==> config.mk <==
export PLATFORM = sky130hd
export DESIGN_NAME = riscv_mem_port_arbiter
export DESIGN_NICKNAME = d
export VERILOG_FILES = /design/src/rtl/riscv_mem_port_arbiter.sv
export SDC_FILE = /design/constraint.sdc
export NUM_CORES = 1
export LEC_CHECK = 0
export ABC_CLOCK_PERIOD_IN_PS = 2200
export CAP_MARGIN = 5
export CORE_AREA = 2 2 163 165
export CTS_BUF_LIST = sky130_fd_sc_hd__clkbuf_4 sky130_fd_sc_hd__clkbuf_8
export DETAILED_ROUTE_END_ITERATION = 16
export DIE_AREA = 0 0 165 167
export PLACE_DENSITY = 0.45
export SKIP_LAST_GASP = 1
export SLEW_MARGIN = 0
export SYNTH_ARGS = -nofsm -noshare
export SYNTH_HDL_FRONTEND = slang
export SYNTH_SLANG_ARGS = --single-unit
export TNS_END_PERCENT = 20
==> constraint.sdc <==
create_clock -name clk -period 2.2 [get_ports clk]
set_input_delay 0.44 -clock clk [delete_from_list [all_inputs] [get_ports clk]]
set_output_delay 0.44 -clock clk [all_outputs]
set_load 0.05 [all_outputs]
==> src/rtl/riscv_mem_port_arbiter.sv <==
// Shares one memory request/response port among imemreq0, imemreq1 and dmemreq.
// Grants are combinational; an in-order tag FIFO steers each response to the port that issued it.
module riscv_mem_port_arbiter #(
  parameter int unsigned REQ_SZ       = 67,
  parameter int unsigned RESP_SZ      = 35,
  parameter int unsigned MAX_INFLIGHT = 4
) (
  input  logic               clk,
  input  logic               reset_n,

  input  logic [REQ_SZ-1:0]  imemreq0_msg,
  input  logic               imemreq0_val,
  output logic               imemreq0_rdy,
  output logic [RESP_SZ-1:0] imemresp0_msg,
  output logic               imemresp0_val,

  input  logic [REQ_SZ-1:0]  imemreq1_msg,
  input  logic               imemreq1_val,
  output logic               imemreq1_rdy,
  output logic [RESP_SZ-1:0] imemresp1_msg,
  output logic               imemresp1_val,

  input  logic [REQ_SZ-1:0]  dmemreq_msg,
  input  logic               dmemreq_val,
  output logic               dmemreq_rdy,
  output logic [RESP_SZ-1:0] dmemresp_msg,
  output logic               dmemresp_val,

  output logic [REQ_SZ-1:0]  memreq_msg,
  output logic               memreq_val,
  input  logic               memreq_rdy,
  input  logic [RESP_SZ-1:0] memresp_msg,
  input  logic               memresp_val,

  output logic               err_unexp_resp
);

  localparam int unsigned PTR_W = $clog2(MAX_INFLIGHT);
  localparam int unsigned CNT_W = PTR_W + 1;

  localparam logic [1:0] ID_IMEM0 = 2'd0;
  localparam logic [1:0] ID_IMEM1 = 2'd1;
  localparam logic [1:0] ID_DMEM  = 2'd2;

  logic [1:0]       tag_q [MAX_INFLIGHT];
  logic [PTR_W-1:0] wr_ptr_q;
  logic [PTR_W-1:0] rd_ptr_q;
  logic [CNT_W-1:0] count_q;
  logic             rr_ptr_q;   // 0: imem0 wins the next fetch tie
  logic             err_q;

  logic       full;
  logic       empty;
  logic [1:0] grant_id;
  logic       grant_vld;
  logic       fire;
  logic       pop;
  logic [1:0] head_id;

  assign full  = (count_q == CNT_W'(MAX_INFLIGHT));
  assign empty = (count_q == '0);

  // dmem has strict priority; fetch ports share round-robin
  always_comb begin
    grant_id = ID_IMEM0;
    if (dmemreq_val)                       grant_id = ID_DMEM;
    else if (imemreq0_val && imemreq1_val) grant_id = rr_ptr_q ? ID_IMEM1 : ID_IMEM0;
    else if (imemreq1_val)                 grant_id = ID_IMEM1;
  end

  assign grant_vld = reset_n & (imemreq0_val | imemreq1_val | dmemreq_val) & ~full;
  assign fire      = grant_vld & memreq_rdy;

  assign memreq_val   = grant_vld;
  assign memreq_msg   = (grant_id == ID_DMEM)  ? dmemreq_msg  :
                        (grant_id == ID_IMEM1) ? imemreq1_msg : imemreq0_msg;
  assign imemreq0_rdy = fire & (grant_id == ID_IMEM0);
  assign imemreq1_rdy = fire & (grant_id == ID_IMEM1);
  assign dmemreq_rdy  = fire & (grant_id == ID_DMEM);

  assign pop     = reset_n & memresp_val & ~empty;
  assign head_id = tag_q[rd_ptr_q];

  assign imemresp0_val = pop & (head_id == ID_IMEM0);
  assign imemresp1_val = pop & (head_id == ID_IMEM1);
  assign dmemresp_val  = pop & (head_id == ID_DMEM);
  assign imemresp0_msg = memresp_msg;
  assign imemresp1_msg = memresp_msg;
  assign dmemresp_msg  = memresp_msg;

  assign err_unexp_resp = err_q;

  // Tag storage needs no reset: entries are only read below count_q
  always_ff @(posedge clk) begin
    if (fire) tag_q[wr_ptr_q] <= grant_id;
  end

  always_ff @(posedge clk or negedge reset_n) begin
    if (!reset_n) begin
      wr_ptr_q <= '0;
      rd_ptr_q <= '0;
      count_q  <= '0;
      rr_ptr_q <= 1'b0;
      err_q    <= 1'b0;
    end else begin
      if (fire) begin
        wr_ptr_q <= wr_ptr_q + PTR_W'(1);
        if (grant_id == ID_IMEM0)      rr_ptr_q <= 1'b1;
        else if (grant_id == ID_IMEM1) rr_ptr_q <= 1'b0;
      end
      if (pop) rd_ptr_q <= rd_ptr_q + PTR_W'(1);
      case ({fire, pop})
        2'b10:   count_q <= count_q + CNT_W'(1);
        2'b01:   count_q <= count_q - CNT_W'(1);
        default: count_q <= count_q;
      endcase
      if (memresp_val && empty) err_q <= 1'b1;
    end
  end

endmodule

==> flow_metrics.tcl <==
set metrics [dict create \
    min_period_ns 2.25 \
    fp.dieW_um 165 \
    clk_path_buf_depth 2 \
    insertion_delay_ns 0.25 \
    rr_worst_depth 9 \
    syn_inst 488 \
    synth_top_cell_area_share 0.206 \
    finalPower_mw 3.84 \
    multiInputGateArea_mm2 0.00245 \
    cts_hold_repair.buffers 0 \
    hpwl_um 11700 \
    syn_area_per_cell_um2 7.92 \
    cp_top_family "buffers and inverters" \
    critPathSlowestCell "dfrtp_1" \
    synth.area.top_cells "buf_4 (21%), o31a_1 (15%), a21boi_0 (13%), and3_1 (11%), nand2b_1 (11%)" \
    endpoint "memreq_msg[57]" \
    grt_pass1_vias 4120 \
    cp.required_ns 1.76 \
    remaining_drc_errors 0 \
    cp.depth 6 \
    synth-simple-area-share 0.263 \
    tightest_slew_ns 0.494 \
    synthesis.area_mm2 0.00386 \
    fmax_mhz 445 \
    ys_ff_latch 17 \
    synth-compound-area-share 0.288 \
    root_buffer "clkbuf_8" \
    yosysSeqAreaShare 0.120 \
    setup_slack_ns -0.0452 \
    slew_viol_final 0 \
    mostFrequentLayoutCells "clkdlybuf4s50_1 (204), o31a_1 (67), nand2b_1 (64)" \
    first_pass_iters 4 \
    endpoint_kind "output pin" \
    final_antenna_net_count 0 \
    drt_iter0_drc 123 \
    path_cells "nand2b_4 -> buf_12 -> clkbuf_16 -> and3_1 -> o31a_1 -> buf_6" \
    cts_made_buffers 3 \
    final_common_cell "clkdlybuf4s50_1" \
    cts_sinks 17 \
    n_antenna_cell 0 \
    arrival_ns 1.81 \
    ir_worst_vdd_v 0.000288 \
    period_share 1.02 \
    relSlewSlack 0.670 \
    maxCapViolCount 0 \
    rsz0062_at_grt "true" \
    vias 4067 \
    die_area_mm2 0.0276 \
    crit_path_start_kind "flip-flop" \
    synth_top_family_by_area "compound AO/OA/AOI/OAI gates" \
    pin_count 423 \
    failed_checks "setup timing" \
    synth_xor_area_frac 0.0136 \
    grt_pass1_wl_um 22600 \
    leakage_nw 2.85 \
    r2r_setup_slack_ns 0.20 \
    hold_class "primary input to asynchronous set/reset pin" \
    grt_max_degree 64 \
    grt_usage 0.103 \
    rr_startpoint "count_q[0]" \
    grt_antenna_before_repair 0 \
    viasPerCell 4.05 \
    power.density_mw_per_mm2 558 \
    fp.dieH_um 167 \
    finalSetupViolCount 55 \
    regArea_um2 465 \
    overflow 0 \
    fin_nets 920 \
    path_class "flip-flop to output pin" \
    core_mm2 0.0258 \
    skew_ns 0.00447 \
    initial_core_util 0.150 \
    synth_fa_ha_area_frac 0.0214 \
    whs_ns 0.330 \
    io_buffers 282 \
    htreeDepth 1 \
    path_buf_inv 3 \
    crit_fanout 8 \
    synth.distinct_cells 36 \
    critPathMaxStageDelay_ns 0.43 \
    area_growth_pct 78.2 \
    fillers 2777 \
    drive_gt1_frac 0.222 \
    clk_pin_slew_ns 0.07 \
    row_count 59 \
    reg2reg_to "count_q[2]" \
    synthMuxAreaShare 0.0201 \
    synth_nets 737 \
    cts_tree "built" \
    totalWireLength_um 17000 \
    routedWlPerCell_um 16.9 \
    startpoint "rr_ptr_q" \
    finalHoldViolCount 0 \
    synth_top_area_cell "buf_4" \
    yosys_warnings 0 \
    gp_congestion 0.732 \
    outcome "finished, violations left" \
]
[synthesized netlist by cell type]
| library cell | instances |
|---|---|
| a21boi_0 | 67 |
| a21o_1 | 1 |
| and2_1 | 3 |
| and2_2 | 1 |
| and3_1 | 67 |
| buf_1 | 1 |
| buf_2 | 12 |
| buf_4 | 106 |
| buf_6 | 6 |
| clkbuf_1 | 23 |
| clkbuf_2 | 2 |
| dfrtp_1 | 9 |
| edfxtp_1 | 8 |
| fa_1 | 1 |
| ha_1 | 5 |
| inv_1 | 9 |
| mux2_4 | 1 |
| mux2i_1 | 1 |
| mux4_1 | 2 |
| nand2_1 | 4 |
| nand2b_1 | 66 |
| nand3b_1 | 1 |
| nor2_1 | 5 |
| nor3_1 | 2 |
| nor3_2 | 1 |
| nor3b_1 | 1 |
| nor3b_2 | 1 |
| nor4_1 | 1 |
| nor4b_2 | 1 |
| nor4b_4 | 1 |
| o31a_1 | 67 |
| o31ai_1 | 1 |
| o41ai_1 | 1 |
| or2b_1 | 4 |
| xnor2_1 | 3 |
| xor2_1 | 3 |
[stage by stage]
step	util	TNS, ns	instance area [µm²]	worst slack [ns]	cells
after floorplan	-	-0.472	3870	-0.326	488
after global placement	0.246	-16.01	6340	-0.275	985
after detailed placement	0.246	-16.42	6340	-0.295	985
after CTS	0.252	-2.70	6490	-0.0735	993
after global routing	0.267	-5.43	6880	-0.102	1005
final	0.267	-1.12	6880	-0.0452	1005
[registers in the layout, summed over array words and instances (netlist names)]
| register | cells |
|---|---|
| err_unexp_resp | 1 |
| rd_ptr_q | 2 |
| rr_ptr_q | 1 |
| tag_q | 8 |
| count_q | 3 |
| wr_ptr_q | 2 |
[cell type report]
| cell class | instances | share of cell area |
|---|---|---|
| timing repair buffer | 327 | 0.505 |
| multi-input combinational | 313 | 0.355 |
| sequential | 17 | 0.0676 |
| tap | 335 | 0.0609 |
| clock buffer | 3 | 0.00600 |
| inverter | 9 | 0.00491 |
| clock inverter | 1 | 0.000727 |
[cells by family (layout without fill, tap and decap cells)]
group / Yosys count / after routing
DFF: 17 / 17
muxes: 4 / 4
AOI/OAI and AO/OA: 137 / 137
adders and majority gates: 6 / 6
xor gates and xnor gates: 6 / 6
buffers and inverters: 159 / 340
and+or+nand+nor: 159 / 160
[routing by layer]
| layer | GRT usage | vias to the layer above | part of all wire |
|---|---|---|---|
| met4 | 0.0147 | 0 | 0.011 |
| met5 | 0 | - | 0 |
| met1 | 0.125 | 1853 | 0.42 |
| met3 | 0.0284 | 29 | 0.077 |
| li1 | - | 1988 | - |
| met2 | 0.183 | 197 | 0.49 |
[worst min path at each step]
stage,depth (start not counted),from,slack (ns),to
finish,2,reset_n,0.33,rd_ptr_q[0]
global route,2,reset_n,0.33,rd_ptr_q[0]
CTS,2,reset_n,0.33,rd_ptr_q[0]
detailed placement,1,err_unexp_resp,0.48,err_unexp_resp
global placement,1,count_q[2],0.49,count_q[2]
floorplan,0,reset_n,0.14,count_q[0]
[repair_timing]
item | CTS | global route
setup buffers | 2 | 3
gates cloned | 2 | 10
pin swaps | 2 | 31
endpoints found under the setup margin | 74 | 72
resized for setup | 16 | 60
[where the power goes]
group          switching (mW)  leakage (nW)  internal [mW]
clock network           0.104        0.0255          0.125
registers              0.0944         0.177          0.438
logic                    1.58          2.64           1.50
total                    1.78          2.85           2.06
[worst register-to-register path, stage by stage (launching register included)]
cell and delay, ns:
dfrtp_1 0.43, nor3b_2 0.33, nor4b_4 0.10, inv_1 0.07, ha_1 0.18, inv_1 0.06
fa_1 0.37, xor2_1 0.15, nor2_1 0.11, xor2_1 0.14
No activity file was read; power rests on OpenSTA's default activity.
